`src/rtl/umul_pkg.sv`:
```
// Shared definitions for the 4x4 multiplier datapath and its accumulator.
package umul_pkg;

  localparam int PROD_W = 8;

  typedef enum logic [1:0] {
    ACCUM   = 2'd0,
    EMIT_HI = 2'd1,
    EMIT_LO = 2'd2
  } state_t;

  function automatic logic [15:0] zext_prod(
    input logic [PROD_W-1:0] p
  );
    return 16'(p);
  endfunction

endpackage

```
`src/rtl/sat_add.sv`:
```
// Combinational saturating adder: clamps to all-ones on carry out.
module sat_add #(
  parameter int ACC_W = 16
) (
  input  logic [ACC_W-1:0] a,
  input  logic [ACC_W-1:0] b,
  output logic [ACC_W-1:0] sum,
  output logic             sat
);

  logic [ACC_W:0] wide;

  assign wide = {1'b0, a} + {1'b0, b};
  assign sat  = wide[ACC_W];
  assign sum  = sat ? '1 : wide[ACC_W-1:0];

endmodule

```
`src/rtl/product_accumulator.sv`:
```
// Sums blocks of multiplier products with saturation and
// streams each block sum out as a high byte then a low byte.
module product_accumulator
  import umul_pkg::*;
#(
  parameter int ACC_W     = 16,
  parameter int BLOCK_LEN = 4
) (
  input  logic              clk,
  input  logic              rst,
  input  logic [PROD_W-1:0] prod_in,
  input  logic              prod_valid,
  output logic              prod_ready,
  input  logic              clear,
  output logic [7:0]        out,
  output logic              out_sel,
  output logic              out_valid,
  input  logic              out_ready,
  output logic              ovf
);

  localparam logic [7:0] LAST = 8'(BLOCK_LEN - 1);

  state_t           state;
  logic [ACC_W-1:0] acc;
  logic [ACC_W-1:0] sum;
  logic [ACC_W-1:0] nxt;
  logic [7:0]       count;
  logic             ovf_int;
  logic             sat;
  logic [15:0]      pz;
  logic             hs;

  function automatic logic [7:0] hi_byte(
    input logic [ACC_W-1:0] s
  );
    logic [15:0] w;
    w = 16'(s);
    return w[15:8];
  endfunction

  assign pz         = zext_prod(prod_in);
  assign prod_ready = (state == ACCUM) && !clear;
  assign hs         = prod_valid && prod_ready;

  sat_add #(
    .ACC_W(ACC_W)
  ) u_add (
    .a  (acc),
    .b  (pz[ACC_W-1:0]),
    .sum(nxt),
    .sat(sat)
  );

  always_ff @(posedge clk or posedge rst) begin
    if (rst) begin
      state     <= ACCUM;
      acc       <= '0;
      sum       <= '0;
      count     <= '0;
      ovf_int   <= 1'b0;
      out       <= '0;
      out_sel   <= 1'b0;
      out_valid <= 1'b0;
      ovf       <= 1'b0;
    end else begin
      unique case (state)
        ACCUM: begin
          if (clear) begin
            acc     <= '0;
            count   <= '0;
            ovf_int <= 1'b0;
          end else if (hs) begin
            acc     <= nxt;
            ovf_int <= ovf_int | sat;
            if (count == LAST) begin
              // High byte is loaded straight from the adder
              sum       <= nxt;
              count     <= '0;
              out       <= hi_byte(nxt);
              out_sel   <= 1'b1;
              out_valid <= 1'b1;
              ovf       <= ovf_int | sat;
              state     <= EMIT_HI;
            end else begin
              count <= count + 8'd1;
            end
          end
        end
        EMIT_HI: begin
          if (out_ready) begin
            out     <= sum[7:0];
            out_sel <= 1'b0;
            state   <= EMIT_LO;
          end
        end
        EMIT_LO: begin
          if (out_ready) begin
            out_valid <= 1'b0;
            ovf       <= 1'b0;
            acc       <= '0;
            ovf_int   <= 1'b0;
            state     <= ACCUM;
          end
        end
        default: state <= ACCUM;
      endcase
    end
  end

endmodule

```
`config.mk`:
```
export PLATFORM = sky130hd
export DESIGN_NAME = product_accumulator
export DESIGN_NICKNAME = d
export VERILOG_FILES = /design/src/rtl/umul_pkg.sv /design/src/rtl/sat_add.sv /design/src/rtl/product_accumulator.sv
export SDC_FILE = /design/constraint.sdc
export NUM_CORES = 1
export LEC_CHECK = 0
export ABC_AREA = 1
export CAP_MARGIN = 20
export CORE_MARGIN = 1.5
export CORE_UTILIZATION = 52
export CTS_CLUSTER_SIZE = 24
export DETAILED_ROUTE_END_ITERATION = 8
export PLACE_DENSITY = 0.74
export SLEW_MARGIN = 40
export SYNTH_ARGS = -nofsm -noshare
export SYNTH_HDL_FRONTEND = slang
export SYNTH_SLANG_ARGS = --single-unit
```
`constraint.sdc`:
```
create_clock -name clk -period 1.9 [get_ports clk]
set_clock_uncertainty 0.05 [all_clocks]
set_input_delay 0.475 -clock clk [delete_from_list [all_inputs] [get_ports clk]]
set_output_delay 0.475 -clock clk [all_outputs]
set_load 0.03 [all_outputs]
```
## Yosys cells after proc, flatten, opt, wreduce, memory -nomap -nowiden

Index checks and enable logic that the tools add are counted.

- Input bits: 13
- Logic and storage cells: 67
- Register bits after elaboration: 46

- Reduce and logical (&&, ||, !) cells: 13
- Eq/ne operators: 9
- Add/subtract/negate cells: 2
- Bitwise gates (word level): 2
- Mux-type cells: 32

Operators with widths:

| cell | number |
|---|---|
| $mux 16 | 4 |
| $mux 8 | 7 |
| $pmux 16 s2 | 1 |
| $add 16x8->17 | 1 |
| $pmux 8 s2 | 1 |
| $reduce_and 5->1 | 3 |
| $mux 2 | 5 |
| $mux 1 | 9 |
| $add 8x1->8 const B | 1 |
| $eq 8x2->1 const B | 1 |
| $ne 2x2->1 const B | 4 |
| $pmux 1 s2 | 4 |
| $pmux 2 s3 | 1 |
| $reduce_bool 2->1 | 3 |
| $reduce_and 4->1 | 1 |
| $ne 3x3->1 const B | 1 |
| $reduce_and 3->1 | 1 |
| $eq 2x1->1 const B | 1 |
| $eq 2x2->1 const B | 1 |
| $logic_and 1x1->1 | 2 |
| $logic_not 2->1 | 1 |
| $ne 2x1->1 const B | 1 |
| $reduce_and 2->1 | 1 |
| $logic_not 1->1 | 1 |
| 2 further kinds | 2 |

## Logic depth before layout (Yosys ltp)

Gate-level depths: netlist (run 1).

- Depth in word-level cells: 6
- Depth in mapped cells: 12
- Mapped depth without buffers: 12

## By module

A second synthesis (run 1) with hierarchy kept.

- Cells, all modules: 494
- Area total of the unflattened synthesis: 3,382.0 µm²

By module, submodules not included:

| module | area an instance (µm²) | times used | cells an instance |
|---|---|---|---|
| product_accumulator | 2,255.9 | 1 | 273 |
| sat_add | 1,126.1 | 1 | 221 |

## Least setup slack after synthesis (run 1)

Ideal clock, no wire load.

- Path kind: input port to flip-flop
- Start: input port prod_in[0]
- End: register ovf
- Path slack: -113 ps
- Stages: 11
- Arrival: 1,842 ps
- Buffers on the path: 1
- Required time: 1,729 ps
- Path through: ha_1 > fa_1 > nand2_1 > nand2_1 > nand4_1 > nand2_2 > nand2_2 > inv_2 > buf_6 > nor2_1 > o21ai_1

- Word-level cells in the longest chain between the ends: 6

RTL lines:

| item | line | RTL |
|---|---|---|
| from (decl) | product_accumulator.sv:11 | `input logic [PROD_W-1:0] prod_in,` |
| $add 16x8->17 | sat_add.sv:13 | `assign wide = {1'b0, a} + {1'b0, b};` |
| $or 1x1->1 | product_accumulator.sv:83 | `ovf <= ovf_int \| sat;` |
| $mux 1 | product_accumulator.sv:76 | `if (count == LAST) begin` |
| $mux 1 | product_accumulator.sv:73 | `end else if (hs) begin` |
| $mux 1 | product_accumulator.sv:69 | `if (clear) begin` |
| $pmux 1 s2 | product_accumulator.sv:67 | `unique case (state)` |
| to (signal assigned) | product_accumulator.sv:83 |  |
| to (decl) | product_accumulator.sv:19 | `output logic ovf` |

No other way between the ends. The select of a mux whose other input is x is not followed.
A chain may end at the register's enable or synchronous reset.

## Worst setup path after layout (run 1)

- Start: register acc[0]
- End: register acc[2]

- Word-level cells in the longest chain between the ends: 5

RTL lines:

| item | line | RTL |
|---|---|---|
| from (decl) | product_accumulator.sv:25 | `logic [ACC_W-1:0] acc;` |
| from (signal assigned) | product_accumulator.sv:74 | `acc <= nxt;` |
| $add 16x8->17 | sat_add.sv:13 |  |
| $mux 16 | sat_add.sv:15 | `assign sum = sat ? '1 : wide[ACC_W-1:0];` |
| $mux 16 | product_accumulator.sv:73 |  |
| $mux 16 | product_accumulator.sv:69 |  |
| $pmux 16 s2 | product_accumulator.sv:67 |  |

No other way between the ends. The select of a mux whose other input is x is not followed.

==> flow_summary.html, run 1 <==
<table>
<tr><th>Metric</th><th>Value</th></tr>
<tr><th colspan="2">Floorplan</th></tr>
<tr><td>Width of the chip</td><td>76.4 µm</td></tr>
<tr><td>Placement Rows</td><td>26</td></tr>
<tr><td>Starting density of the core</td><td>0.545</td></tr>
<tr><td>DIE AREA</td><td>0.00583 mm²</td></tr>
<tr><td>Area of the core region</td><td>0.00514 mm²</td></tr>
<tr><td>Number of primary I/O pins</td><td>25</td></tr>
<tr><td>Vertical extent of the die</td><td>76.4 µm</td></tr>
<tr><th colspan="2">Worst setup path</th></tr>
<tr><td>Number of buffers and inverters on the critical path</td><td>1</td></tr>
<tr><td>Reg-to-reg setup timing slack</td><td>-130 ps</td></tr>
<tr><td>Largest driver fanout on the critical path</td><td>5</td></tr>
<tr><td>Startpoint kind of the worst setup timing path</td><td>flip-flop</td></tr>
<tr><td>Max stage delay cell, worst path</td><td>sky130_fd_sc_hd__dfrtp_1</td></tr>
<tr><td>Data arrival time of the worst path</td><td>2160 ps</td></tr>
<tr><td>Reg-to-reg startpoint</td><td>acc[0]</td></tr>
<tr><td>Kind of capture point of the worst setup path</td><td>flip-flop</td></tr>
<tr><td>Critical R2R Capture</td><td>acc[2]</td></tr>
<tr><td>Slowest Stage Delay on Critical Path</td><td>410 ps</td></tr>
<tr><td>Most common cell on crit path</td><td>sky130_fd_sc_hd__nand2_2</td></tr>
<tr><td>Kind of critical path</td><td>reg2reg</td></tr>
<tr><td>Category of cells accounting for the largest share of critical-path delay</td><td>adder cells</td></tr>
<tr><td>Number of cells traversed by the worst register-to-register path</td><td>10</td></tr>
<tr><td>Cell-by-cell listing of the critical path</td><td>ha_4 -&gt; fa_2 -&gt; nand2_2 -&gt; nand2_2 -&gt; nand4_1 -&gt; nand2_2 -&gt; nand2_4 -&gt; buf_6 -&gt; o21ai_1 -&gt; a22o_1</td></tr>
<tr><td>Data required time at the worst endpoint</td><td>2030 ps</td></tr>
<tr><th colspan="2">Yosys</th></tr>
<tr><td>Cell area after synthesis</td><td>0.00280 mm²</td></tr>
<tr><td>Total of flip-flops plus latches after synthesis</td><td>46</td></tr>
<tr><td>Asr flop ratio synth</td><td>1.00</td></tr>
<tr><td>Basic-gate share of the synthesized area counting and, or, nand and nor cells</td><td>0.355</td></tr>
<tr><td>Yosys cell types</td><td>35</td></tr>
<tr><td>Combinational family with the most area after synthesis</td><td>simple AND/OR/NAND/NOR gates</td></tr>
<tr><td>Dominant synthesized flop cell</td><td>sky130_fd_sc_hd__dfrtp_1</td></tr>
<tr><td>Proportion of synthesized chip area in sequential cells</td><td>0.411</td></tr>
<tr><td>Mapped Cells</td><td>381</td></tr>
<tr><td>Synth Area in Adders</td><td>0.0474</td></tr>
<tr><td>Number of enable-type register cells in the synthesized netlist</td><td>0</td></tr>
<tr><td>Average footprint of a synthesized cell</td><td>7.35 µm²</td></tr>
<tr><td>Multiplexer share of the synthesized area</td><td>0</td></tr>
<tr><td>Compound-gate portion of the synthesized area</td><td>0.0840</td></tr>
<tr><td>Synth Net Count</td><td>404</td></tr>
<tr><td>Yosys warns</td><td>0</td></tr>
<tr><td>Xor-xnor portion of the synthesized cell area</td><td>0.0188</td></tr>
<tr><th colspan="2">Placement</th></tr>
<tr><td>Cell total after placement</td><td>495</td></tr>
<tr><td>Worst setup slack after placement</td><td>-735 ps</td></tr>
<tr><td>Detailed Place HPWL</td><td>4.87 mm</td></tr>
<tr><td>Port buffer count</td><td>24</td></tr>
<tr><td>Last weighted congestion value of the routability-driven placer</td><td>0.892</td></tr>
<tr><td>Area of placed instances</td><td>0.00332 mm²</td></tr>
<tr><th colspan="2">Routing</th></tr>
<tr><td>Vias per inst</td><td>5.15</td></tr>
<tr><td>Initial DRC count</td><td>198</td></tr>
<tr><td>Detailed-route wire length</td><td>6.75 mm</td></tr>
<tr><td>Residual DRC count</td><td>0</td></tr>
<tr><td>Remaining antenna violation count</td><td>0</td></tr>
<tr><td>Wire per inst</td><td>13.3 µm</td></tr>
<tr><td>Iteration count of the initial detailed-routing pass</td><td>5</td></tr>
<tr><td>Via count</td><td>2615</td></tr>
<tr><th colspan="2">Clock network</th></tr>
<tr><td>Clock-pin transition on the worst setup and hold timing paths</td><td>80 ps</td></tr>
<tr><td>Number of buffers created by CTS</td><td>5</td></tr>
<tr><td>Clock tree from TritonCTS</td><td>built</td></tr>
<tr><td>Count of H-tree levels built during CTS</td><td>2</td></tr>
<tr><td>Buffer type at the clock tree root</td><td>sky130_fd_sc_hd__clkbuf_8</td></tr>
<tr><td>Clk_lat worst skew</td><td>290 ps</td></tr>
<tr><td>Number of buffers inserted by hold repair at cts</td><td>0</td></tr>
<tr><td>Sinks on Clock Net</td><td>46</td></tr>
<tr><td>Deepest clock path buffer count</td><td>2</td></tr>
<tr><th colspan="2">Layout</th></tr>
<tr><td>Area taken by flip-flops and latches</td><td>0.00115 mm²</td></tr>
<tr><td>Net total in the final layout</td><td>461</td></tr>
<tr><td>Number of inserted diodes</td><td>0</td></tr>
<tr><td>Area taken by multi-input logic gates</td><td>0.00165 mm²</td></tr>
<tr><td>Filler cells</td><td>424</td></tr>
<tr><td>Cell Count, Final, Fillers Out</td><td>508</td></tr>
<tr><td>Share of layout cells above drive strength 1</td><td>0.237</td></tr>
<tr><td>Signed area change from the synthesized netlist to the final layout</td><td>31.0%</td></tr>
<tr><td>Share of the core filled with cells in the final layout</td><td>0.713</td></tr>
<tr><td>Finished layout cell area</td><td>0.00367 mm²</td></tr>
<tr><th colspan="2">Run status</th></tr>
<tr><td>Violations in the final reports</td><td>negative setup slack</td></tr>
<tr><td>Status</td><td>complete, but fails checks</td></tr>
<tr><th colspan="2">GRT</th></tr>
<tr><td>GRT Total Usage</td><td>0.248</td></tr>
<tr><td>Overall overflow remaining after global route</td><td>0</td></tr>
<tr><td>Number of antenna violations at the first check in global routing</td><td>0</td></tr>
<tr><td>Vias in the first global route</td><td>2563</td></tr>
<tr><td>Pin count of the biggest net entering global routing</td><td>47</td></tr>
<tr><td>Global-route wire length before repair</td><td>11.6 mm</td></tr>
<tr><th colspan="2">Timing</th></tr>
<tr><td>Setup repair after global routing missed its margin</td><td>true</td></tr>
<tr><td>Maximum clock rate</td><td>493 MHz</td></tr>
<tr><td>Min Clock Period, post-route</td><td>2030 ps</td></tr>
<tr><td>Fin Setup TNS</td><td>-2470 ps</td></tr>
<tr><td>Headroom to the max-slew limit</td><td>0.717</td></tr>
<tr><td>Tightest Pin Transition</td><td>423 ps</td></tr>
<tr><td>Max Slew Vio Count</td><td>0</td></tr>
<tr><td>Worst path setup slack after routing</td><td>-129 ps</td></tr>
<tr><td>Count of final hold-check violations</td><td>0</td></tr>
<tr><td>Number of endpoints failing setup at the final stage</td><td>34</td></tr>
<tr><td>Period utilization</td><td>1.07</td></tr>
<tr><th colspan="2">Pwr</th></tr>
<tr><td>Leak pwr</td><td>2.06 nW</td></tr>
<tr><td>Power per unit of standard cell area</td><td>667 mW/mm²</td></tr>
<tr><td>Worst VDD drop</td><td>0.558 mV</td></tr>
<tr><th colspan="2">Worst hold path</th></tr>
<tr><td>Beginning of the worst hold path</td><td>out_sel</td></tr>
<tr><td>Depth of the worst hold-timing path</td><td>2</td></tr>
<tr><td>Worst min path class</td><td>reg2reg</td></tr>
<tr><td>Endpoint with the worst hold slack</td><td>out_sel</td></tr>
<tr><th colspan="2">Run</th></tr>
<tr><td>Maximum Capacitance Violations</td><td>0</td></tr>
</table>
-- kinds of logic after synthesis --
| kind of cell | after synthesis |
|---|---|
| AOI/OAI and AO/OA | 42 |
| DFF | 46 |
| adders and majority gates | 10 |
| buffers and inverters | 55 |
| and+or+nand+nor | 222 |
| xor gates and xnor gates | 6 |
-- timing repair --
item                                    in CTS  in global routing
buffers inserted                             6                  1
gates resized for setup                     45                 27
pin swaps                                   19                 20
endpoints found under the setup margin      35                 38
gates cloned                                 1                  0
-- layer usage --
metal	GRT usage	vias to the layer above	wire [µm]
met3	0.0419	8	280
met2	0.405	70	3320
met5	0	-	0
met1	0.339	1206	3050
li1	-	1331	-
met4	0.0741	0	101
-- sequential cells by signal (all words and copies together) (netlist names) --
name       flops
out_sel        1
out            8
ovf            1
count          8
sum            8
acc           16
state          2
out_valid      1
ovf_int        1
-- Yosys cell counts (6+ instances only) --
cell type / count / area share
sky130_fd_sc_hd__inv_2: 10 / 0.013
sky130_fd_sc_hd__o21ai_0: 16 / 0.029
sky130_fd_sc_hd__nand2_1: 133 / 0.18
sky130_fd_sc_hd__nand3_1: 26 / 0.046
sky130_fd_sc_hd__inv_1: 38 / 0.051
sky130_fd_sc_hd__o21ai_1: 12 / 0.021
sky130_fd_sc_hd__nand4_1: 9 / 0.020
sky130_fd_sc_hd__nor2_1: 32 / 0.043
sky130_fd_sc_hd__dfrtp_1: 46 / 0.41
sky130_fd_sc_hd__xor2_1: 6 / 0.019
sky130_fd_sc_hd__ha_1: 9 / 0.040
-- worst min-delay path: stages, from the launching register on --
cell and delay [ps]:
sky130_fd_sc_hd__dfrtp_1 350, sky130_fd_sc_hd__nand2_1 50, sky130_fd_sc_hd__nand2_1 50
-- cells in the final DEF (no fill, tap or decap), drive strengths merged, types with 2 or more instances in the layout --
| master | n |
|---|---|
| nor2 | 36 |
| ha | 9 |
| nand2 | 139 |
| or2 | 2 |
| buf | 33 |
| inv | 48 |
| dlygate4sd2 | 8 |
| a21oi | 5 |
| clkdlybuf4s50 | 10 |
| clkbuf | 7 |
| nor3 | 6 |
| xor2 | 6 |
| nand3 | 26 |
| nand4 | 10 |
| nand3b | 2 |
| o22ai | 4 |
| dlymetal6s2s | 4 |
| o21ai | 29 |
| dfrtp | 46 |
-- power by group --
| part | total, W | switching [W] | internal [W] | leakage (nW) |
|---|---|---|---|---|
| Clock | 0.000549 | 0.000296 | 0.000254 | 0.0383 |
| Combinational | 0.000748 | 0.000416 | 0.000332 | 1.39 |
| Sequential | 0.00115 | 0.0000754 | 0.00107 | 0.631 |
| Total | 0.00245 | 0.000787 | 0.00166 | 2.06 |
-- worst max path at each step --
| stage | slack, ps | endpoint | cells after the start | start |
|---|---|---|---|---|
| 2_1_floorplan | -20 | acc[1] | 11 | prod_in[0] |
| 3_3_place_gp | -690 | out[0] | 11 | prod_in[0] |
| 4_1_cts | -110 | out[5] | 12 | acc[0] |
| 3_5_place_dp | -730 | sum[7] | 11 | prod_in[0] |
| 5_1_grt | -220 | acc[3] | 11 | acc[0] |
| 6_report | -130 | acc[2] | 10 | acc[0] |
-- area by class of cell --
type	count	share of cell area
multi-input combinational	280	0.449
sequential	46	0.314
timing repair buffer	56	0.140
inverter	49	0.0522
tap	70	0.0239
clock buffer	7	0.0208
-- stage by stage --
stage	power, W	hold WS [ps]
finish	0.00245	424
detailed placement	0.00180	408
CTS	0.00242	428
global placement	0.00178	411
global route	0.00260	468
floorplan	0.00153	400
(Power assumes the default switching activity.)
==> run 2, diff against run 1 <==
- SKIP_LAST_GASP: default -> 1
==> run 2 against run 1 <==
The run still ends with negative setup slack left. Clock power barely moved. Non-clock buffer count did not move. Global-route usage did not move. Critical endpoint unchanged.
==> flow_summary.html, run 2 (synthesized netlist as in run 1, its figures left out) <==
<table>
<tr><th>Metric</th><th>Value</th></tr>
<tr><th colspan="2">Clock network</th></tr>
<tr><td>Deepest clock path buffer count</td><td>2</td></tr>
<tr><td>Number of buffers created by CTS</td><td>5</td></tr>
<tr><td>Buffer type at the clock tree root</td><td>sky130_fd_sc_hd__clkbuf_8</td></tr>
<tr><td>Clock-pin transition on the worst setup and hold timing paths</td><td>80 ps</td></tr>
<tr><td>Clk_lat worst skew</td><td>290 ps</td></tr>
<tr><td>Count of H-tree levels built during CTS</td><td>2</td></tr>
<tr><td>Number of buffers inserted by hold repair at cts</td><td>0</td></tr>
<tr><td>Sinks on Clock Net</td><td>46</td></tr>
<tr><td>Clock tree from TritonCTS</td><td>built</td></tr>
<tr><th colspan="2">Timing</th></tr>
<tr><td>Tightest Pin Transition</td><td>421 ps</td></tr>
<tr><td>Maximum clock rate</td><td>494 MHz</td></tr>
<tr><td>Worst path setup slack after routing</td><td>-124 ps</td></tr>
<tr><td>Final Hold Slack</td><td>425 ps</td></tr>
<tr><td>Max Slew Vio Count</td><td>0</td></tr>
<tr><td>Number of endpoints failing setup at the final stage</td><td>34</td></tr>
<tr><td>Count of final hold-check violations</td><td>0</td></tr>
<tr><td>Min Clock Period, post-route</td><td>2020 ps</td></tr>
<tr><td>Setup repair after global routing missed its margin</td><td>true</td></tr>
<tr><td>Period utilization</td><td>1.07</td></tr>
<tr><td>Headroom to the max-slew limit</td><td>0.719</td></tr>
<tr><th colspan="2">GRT</th></tr>
<tr><td>Vias in the first global route</td><td>2563</td></tr>
<tr><td>Global-route wire length before repair</td><td>11.6 mm</td></tr>
<tr><td>GRT Total Usage</td><td>0.248</td></tr>
<tr><td>Number of antenna violations at the first check in global routing</td><td>0</td></tr>
<tr><td>Pin count of the biggest net entering global routing</td><td>47</td></tr>
<tr><td>Overall overflow remaining after global route</td><td>0</td></tr>
<tr><th colspan="2">Floorplan</th></tr>
<tr><td>Starting density of the core</td><td>0.545</td></tr>
<tr><td>Vertical extent of the die</td><td>76.4 µm</td></tr>
<tr><td>Placement Rows</td><td>26</td></tr>
<tr><td>Width of the chip</td><td>76.4 µm</td></tr>
<tr><td>DIE AREA</td><td>0.00583 mm²</td></tr>
<tr><td>Area of the core region</td><td>0.00514 mm²</td></tr>
<tr><td>Number of primary I/O pins</td><td>25</td></tr>
<tr><th colspan="2">Placement</th></tr>
<tr><td>Worst setup slack after placement</td><td>-735 ps</td></tr>
<tr><td>Detailed Place HPWL</td><td>4.87 mm</td></tr>
<tr><td>Port buffer count</td><td>24</td></tr>
<tr><td>Last weighted congestion value of the routability-driven placer</td><td>0.892</td></tr>
<tr><td>Area of placed instances</td><td>0.00332 mm²</td></tr>
<tr><th colspan="2">Routing</th></tr>
<tr><td>Via count</td><td>2643</td></tr>
<tr><td>Iteration count of the initial detailed-routing pass</td><td>5</td></tr>
<tr><td>Residual DRC count</td><td>0</td></tr>
<tr><td>Wire per inst</td><td>13.3 µm</td></tr>
<tr><td>Initial DRC count</td><td>229</td></tr>
<tr><td>Detailed-route wire length</td><td>6.76 mm</td></tr>
<tr><td>Remaining antenna violation count</td><td>0</td></tr>
<tr><td>Vias per inst</td><td>5.20</td></tr>
<tr><th colspan="2">Layout</th></tr>
<tr><td>Signed area change from the synthesized netlist to the final layout</td><td>30.7%</td></tr>
<tr><td>Net total in the final layout</td><td>461</td></tr>
<tr><td>Share of layout cells above drive strength 1</td><td>0.233</td></tr>
<tr><td>Largest register FFs</td><td>16</td></tr>
<tr><td>Share of the core filled with cells in the final layout</td><td>0.712</td></tr>
<tr><td>Leading cell types in the layout, fill and taps excluded</td><td>sky130_fd_sc_hd__nand2_1, sky130_fd_sc_hd__dfrtp_1, sky130_fd_sc_hd__inv_1, sky130_fd_sc_hd__nor2_1, sky130_fd_sc_hd__buf_4</td></tr>
<tr><td>Number of inserted diodes</td><td>0</td></tr>
<tr><td>Largest reg by FF count</td><td>acc</td></tr>
<tr><td>Finished layout cell area</td><td>0.00366 mm²</td></tr>
<tr><td>Commonest non-fill, non-tap cell in the layout</td><td>sky130_fd_sc_hd__nand2_1</td></tr>
<tr><th colspan="2">Worst setup path</th></tr>
<tr><td>Reg-to-reg startpoint</td><td>acc[0]</td></tr>
<tr><td>Data required time at the worst endpoint</td><td>2030 ps</td></tr>
<tr><td>Kind of capture point of the worst setup path</td><td>flip-flop</td></tr>
<tr><td>Cell-by-cell listing of the critical path</td><td>ha_4 -&gt; fa_2 -&gt; nand2_2 -&gt; nand2_2 -&gt; nand4_1 -&gt; nand2_2 -&gt; nand2_4 -&gt; buf_6 -&gt; o21ai_1 -&gt; a22o_1</td></tr>
<tr><td>Largest driver fanout on the critical path</td><td>5</td></tr>
<tr><td>Max stage delay cell, worst path</td><td>sky130_fd_sc_hd__dfrtp_1</td></tr>
<tr><td>Number of cells traversed by the worst register-to-register path</td><td>10</td></tr>
<tr><td>Kind of critical path</td><td>reg2reg</td></tr>
<tr><td>Data arrival time of the worst path</td><td>2150 ps</td></tr>
<tr><td>Worst setup path startpoint</td><td>acc[0]</td></tr>
<tr><td>Critical Path Stages</td><td>10</td></tr>
<tr><td>Number of buffers and inverters on the critical path</td><td>1</td></tr>
<tr><td>Most common cell on crit path</td><td>sky130_fd_sc_hd__nand2_2</td></tr>
<tr><td>Category of cells accounting for the largest share of critical-path delay</td><td>adder cells</td></tr>
<tr><td>Startpoint kind of the worst setup timing path</td><td>flip-flop</td></tr>
<tr><td>Slowest Stage Delay on Critical Path</td><td>410 ps</td></tr>
<tr><th colspan="2">Pwr</th></tr>
<tr><td>Power per unit of standard cell area</td><td>667 mW/mm²</td></tr>
<tr><td>Leak pwr</td><td>2.06 nW</td></tr>
<tr><td>Worst VDD drop</td><td>0.559 mV</td></tr>
<tr><td>Overall power of the completed layout</td><td>0.00244 W</td></tr>
<tr><th colspan="2">Worst hold path</th></tr>
<tr><td>Beginning of the worst hold path</td><td>out_sel</td></tr>
<tr><td>Depth of the worst hold-timing path</td><td>2</td></tr>
<tr><td>Worst min path class</td><td>reg2reg</td></tr>
<tr><th colspan="2">Run status</th></tr>
<tr><td>Status</td><td>complete, but fails checks</td></tr>
<tr><td>Violations in the final reports</td><td>negative setup slack</td></tr>
<tr><th colspan="2">Run</th></tr>
<tr><td>Maximum Capacitance Violations</td><td>0</td></tr>
</table>
==> run 2: cell counts in the layout (fill, tap and decap cells not counted) <==
Identical to the previous run, type by type.
==> run 2: worst paths after layout <==
check                           end  slack [ps]
setup reg to reg             acc[2]        -120
hold reg to reg             out_sel         420
max in group asynchronous  count[3]        1100
min in group asynchronous    out[5]         480
setup / recovery             acc[2]        -120
hold / removal              out_sel         420
==> run 2: metrics by stage <==
step | setup TNS, ps | cells
after global routing | -6220 | 508
final | -2430 | 508
after detailed placement | -20510 | 495
after floorplan | -125 | 381
after CTS | -1700 | 509
after global placement | -19000 | 495
==> run 2: metal layers <==
metal  up-vias  GRT usage  wire length, µm
met5         -          0                0
met4         0     0.0741               85
met3         6     0.0419              266
met2        64      0.405             3300
met1      1238      0.339             3110
li1       1335          -                -
==> run 2: final cells by class <==
| type | instances | area [µm²] |
|---|---|---|
| Tap cell | 70 | 87.6 |
| Inverter | 49 | 191 |
| Clock buffer | 7 | 76.3 |
| Fill cell | 424 | 1480 |
| Sequential cell | 46 | 1150 |
| Multi-Input combinational cell | 280 | 1640 |
| Timing Repair Buffer | 56 | 514 |
==> run 2: worst min-delay path: stages (launching register included) <==
cell and delay [ps]:
sky130_fd_sc_hd__dfrtp_1 350, sky130_fd_sc_hd__nand2_1 50, sky130_fd_sc_hd__nand2_1 50
==> run 2: power breakdown <==
group | total (W) | internal [W] | switching [W] | leakage (nW)
Combinational | 0.000746 | 0.000332 | 0.000415 | 1.39
Sequential | 0.00115 | 0.00107 | 0.0000750 | 0.631
Clock | 0.000547 | 0.000254 | 0.000294 | 0.0383
==> run 2: timing repair <==
action / 4_1_cts / 5_1_grt
pin swaps: 19 / 20
buffers inserted: 6 / 1
gates resized for setup: 44 / 26
gates cloned: 1 / 0
endpoints found under the setup margin: 35 / 38
==> run 3, diff against run 2 <==
- REMOVE_ABC_BUFFERS: default -> 1
==> run 3 against run 2 <==
The run still ends with negative setup slack left. Highest routed layer unchanged. Wire length rose by 9.4%. Setup slack gained 21 ps. Largest power group unchanged. Cell count up 1.4%. Critical path depth increased by 1.
==> flow_summary.html, run 3 (synthesized netlist as in run 1, its figures left out) <==
<table>
<tr><th>Metric</th><th>Value</th></tr>
<tr><th colspan="2">Worst setup path</th></tr>
<tr><td>Max stage delay cell, worst path</td><td>sky130_fd_sc_hd__dfrtp_1</td></tr>
<tr><td>Data arrival time of the worst path</td><td>2150 ps</td></tr>
<tr><td>Data required time at the worst endpoint</td><td>2050 ps</td></tr>
<tr><td>Reg-to-reg startpoint</td><td>acc[0]</td></tr>
<tr><td>Kind of capture point of the worst setup path</td><td>flip-flop</td></tr>
<tr><td>Kind of critical path</td><td>reg2reg</td></tr>
<tr><td>Slowest Stage Delay on Critical Path</td><td>390 ps</td></tr>
<tr><td>Largest driver fanout on the critical path</td><td>6</td></tr>
<tr><td>Startpoint kind of the worst setup timing path</td><td>flip-flop</td></tr>
<tr><td>Cell-by-cell listing of the critical path</td><td>ha_2 -&gt; fa_2 -&gt; nand2_2 -&gt; nand2_2 -&gt; nand4_1 -&gt; nand2_2 -&gt; nand2_4 -&gt; buf_4 -&gt; inv_4 -&gt; o21ai_2 -&gt; nand2_1</td></tr>
<tr><td>Worst setup path startpoint</td><td>acc[0]</td></tr>
<tr><td>Most common cell on crit path</td><td>sky130_fd_sc_hd__nand2_2</td></tr>
<tr><th colspan="2">Timing</th></tr>
<tr><td>Setup repair after global routing missed its margin</td><td>true</td></tr>
<tr><td>Tightest Pin Transition</td><td>415 ps</td></tr>
<tr><td>Count of final hold-check violations</td><td>0</td></tr>
<tr><td>Number of endpoints failing setup at the final stage</td><td>33</td></tr>
<tr><td>Period utilization</td><td>1.05</td></tr>
<tr><td>Min Clock Period, post-route</td><td>2000 ps</td></tr>
<tr><td>Maximum clock rate</td><td>499 MHz</td></tr>
<tr><td>Max Slew Vio Count</td><td>0</td></tr>
<tr><td>Worst path setup slack after routing</td><td>-104 ps</td></tr>
<tr><td>Headroom to the max-slew limit</td><td>0.723</td></tr>
<tr><th colspan="2">Routing</th></tr>
<tr><td>Residual DRC count</td><td>0</td></tr>
<tr><td>Initial DRC count</td><td>225</td></tr>
<tr><td>Via count</td><td>2735</td></tr>
<tr><td>Vias per inst</td><td>5.31</td></tr>
<tr><td>Wire per inst</td><td>14.4 µm</td></tr>
<tr><td>Remaining antenna violation count</td><td>0</td></tr>
<tr><td>Iteration count of the initial detailed-routing pass</td><td>4</td></tr>
<tr><td>Detailed-route wire length</td><td>7.39 mm</td></tr>
<tr><th colspan="2">Pwr</th></tr>
<tr><td>Leak pwr</td><td>2.12 nW</td></tr>
<tr><td>Power per unit of standard cell area</td><td>709 mW/mm²</td></tr>
<tr><td>Overall power of the completed layout</td><td>0.00266 W</td></tr>
<tr><td>Worst VDD drop</td><td>0.436 mV</td></tr>
<tr><th colspan="2">Placement</th></tr>
<tr><td>Cell total after placement</td><td>495</td></tr>
<tr><td>Detailed Place HPWL</td><td>4.94 mm</td></tr>
<tr><td>Port buffer count</td><td>24</td></tr>
<tr><td>Last weighted congestion value of the routability-driven placer</td><td>0.845</td></tr>
<tr><th colspan="2">Clock network</th></tr>
<tr><td>Clock tree from TritonCTS</td><td>built</td></tr>
<tr><td>Count of H-tree levels built during CTS</td><td>2</td></tr>
<tr><td>Number of buffers created by CTS</td><td>5</td></tr>
<tr><td>Buffer type at the clock tree root</td><td>sky130_fd_sc_hd__clkbuf_8</td></tr>
<tr><td>Clk_lat worst skew</td><td>310 ps</td></tr>
<tr><td>Number of buffers inserted by hold repair at cts</td><td>0</td></tr>
<tr><td>Sinks on Clock Net</td><td>46</td></tr>
<tr><td>Clock-pin transition on the worst setup and hold timing paths</td><td>90 ps</td></tr>
<tr><td>Deepest clock path buffer count</td><td>2</td></tr>
<tr><th colspan="2">GRT</th></tr>
<tr><td>Global-route wire length before repair</td><td>12.3 mm</td></tr>
<tr><td>Pin count of the biggest net entering global routing</td><td>47</td></tr>
<tr><td>Vias in the first global route</td><td>2764</td></tr>
<tr><td>Overall overflow remaining after global route</td><td>0</td></tr>
<tr><td>Number of antenna violations at the first check in global routing</td><td>0</td></tr>
<tr><td>GRT Total Usage</td><td>0.261</td></tr>
<tr><th colspan="2">Layout</th></tr>
<tr><td>Filler cells</td><td>410</td></tr>
<tr><td>Signed area change from the synthesized netlist to the final layout</td><td>34.0%</td></tr>
<tr><td>Number of inserted diodes</td><td>0</td></tr>
<tr><td>Leading cell types in the layout, fill and taps excluded</td><td>sky130_fd_sc_hd__nand2_1, sky130_fd_sc_hd__dfrtp_1, sky130_fd_sc_hd__inv_1, sky130_fd_sc_hd__buf_4, sky130_fd_sc_hd__nor2_1</td></tr>
<tr><td>Net total in the final layout</td><td>467</td></tr>
<tr><td>Commonest non-fill, non-tap cell in the layout</td><td>sky130_fd_sc_hd__nand2_1</td></tr>
<tr><td>Cell Count, Final, Fillers Out</td><td>515</td></tr>
<tr><td>Share of layout cells above drive strength 1</td><td>0.267</td></tr>
<tr><td>Largest register FFs</td><td>16</td></tr>
<tr><td>Largest reg by FF count</td><td>acc</td></tr>
<tr><th colspan="2">Run status</th></tr>
<tr><td>Status</td><td>complete, but fails checks</td></tr>
<tr><td>Violations in the final reports</td><td>negative setup slack</td></tr>
<tr><th colspan="2">Floorplan</th></tr>
<tr><td>Area of the core region</td><td>0.00514 mm²</td></tr>
<tr><td>Placement Rows</td><td>26</td></tr>
<tr><td>DIE AREA</td><td>0.00583 mm²</td></tr>
<tr><td>Starting density of the core</td><td>0.545</td></tr>
<tr><td>Width of the chip</td><td>76.4 µm</td></tr>
<tr><td>Vertical extent of the die</td><td>76.4 µm</td></tr>
<tr><td>Number of primary I/O pins</td><td>25</td></tr>
<tr><th colspan="2">Worst hold path</th></tr>
<tr><td>Beginning of the worst hold path</td><td>out_sel</td></tr>
<tr><td>Worst min path class</td><td>reg2reg</td></tr>
<tr><th colspan="2">Run</th></tr>
<tr><td>Maximum Capacitance Violations</td><td>0</td></tr>
</table>
run 3: changes by cell type in the layout (fill, tap and decap cells not counted), moves of 2 or more:
cell | previous run | this run
sky130_fd_sc_hd__buf_4 | 28 | 34
sky130_fd_sc_hd__nand3_2 | 5 | 7
sky130_fd_sc_hd__nand2_1 | 127 | 120
sky130_fd_sc_hd__dlygate4sd2_1 | 8 | 2
sky130_fd_sc_hd__nand2_2 | 8 | 15
sky130_fd_sc_hd__dlymetal6s2s_1 | 4 | 9
run 3: metal layers:
layer / routed length, µm / track usage
met1: 3130 / 0.322
met2: 3630 / 0.456
met3: 407 / 0.0299
met4: 225 / 0.117
met5: 0 / 0
run 3: worst paths after layout:
check	endpoint	slack, ps	cells after the start
min in group asynchronous	acc[10]	470	3
max in group asynchronous	out_valid	1110	3
hold reg to reg	out_sel	430	2
setup reg to reg	acc[3]	-100	11
hold / removal	out_sel	430	2
setup / recovery	acc[3]	-100	11
run 3: layout make-up:
type,instances,area [µm²],area share
clock buffers,6,72.6,0.0194
clock inverters,2,37.5,0.0100
inverters,49,191,0.0511
multi-input cells,280,1640,0.436
flip-flops and latches,46,1150,0.307
well taps,70,87.6,0.0234
repair buffers,61,568,0.151
repair inverters,1,6.26,0.00167
run 3: power by group:
group          internal (W)  switching [W]  total, W
Sequential          0.00107      0.0000719   0.00114
Clock              0.000393       0.000349  0.000742
Combinational      0.000338       0.000434  0.000772
Total               0.00180       0.000855   0.00266
run 3: stage by stage:
step	setup TNS (ps)	cell area [µm²]	hold WS, ps	worst slack, ps	utilization
3_5_place_dp	-22030	3280	412	-727	0.639
2_1_floorplan	-3040	2750	400	-166	-
5_1_grt	-5290	3750	458	-233	0.730
6_report	-1820	3750	427	-104	0.730
4_1_cts	-1070	3550	433	-77.9	0.691
3_3_place_gp	-19390	3280	409	-656	0.639
run 3: critical path: cells and delay by family, from the launching register on:
family	cells	cell delay, ps
and+or+nand+nor	6	590
DFF	1	390
AOI/OAI and AO/OA	1	130
buffers and inverters	2	180
adders and majority gates	2	540
run 3: what timing repair did:
item,CTS,global route
pin swaps,26,23
gates cloned,0,1
setup buffers,3,8
setup endpoints to repair,35,37
endpoints found under the hold margin,0,0
resized for setup,40,41
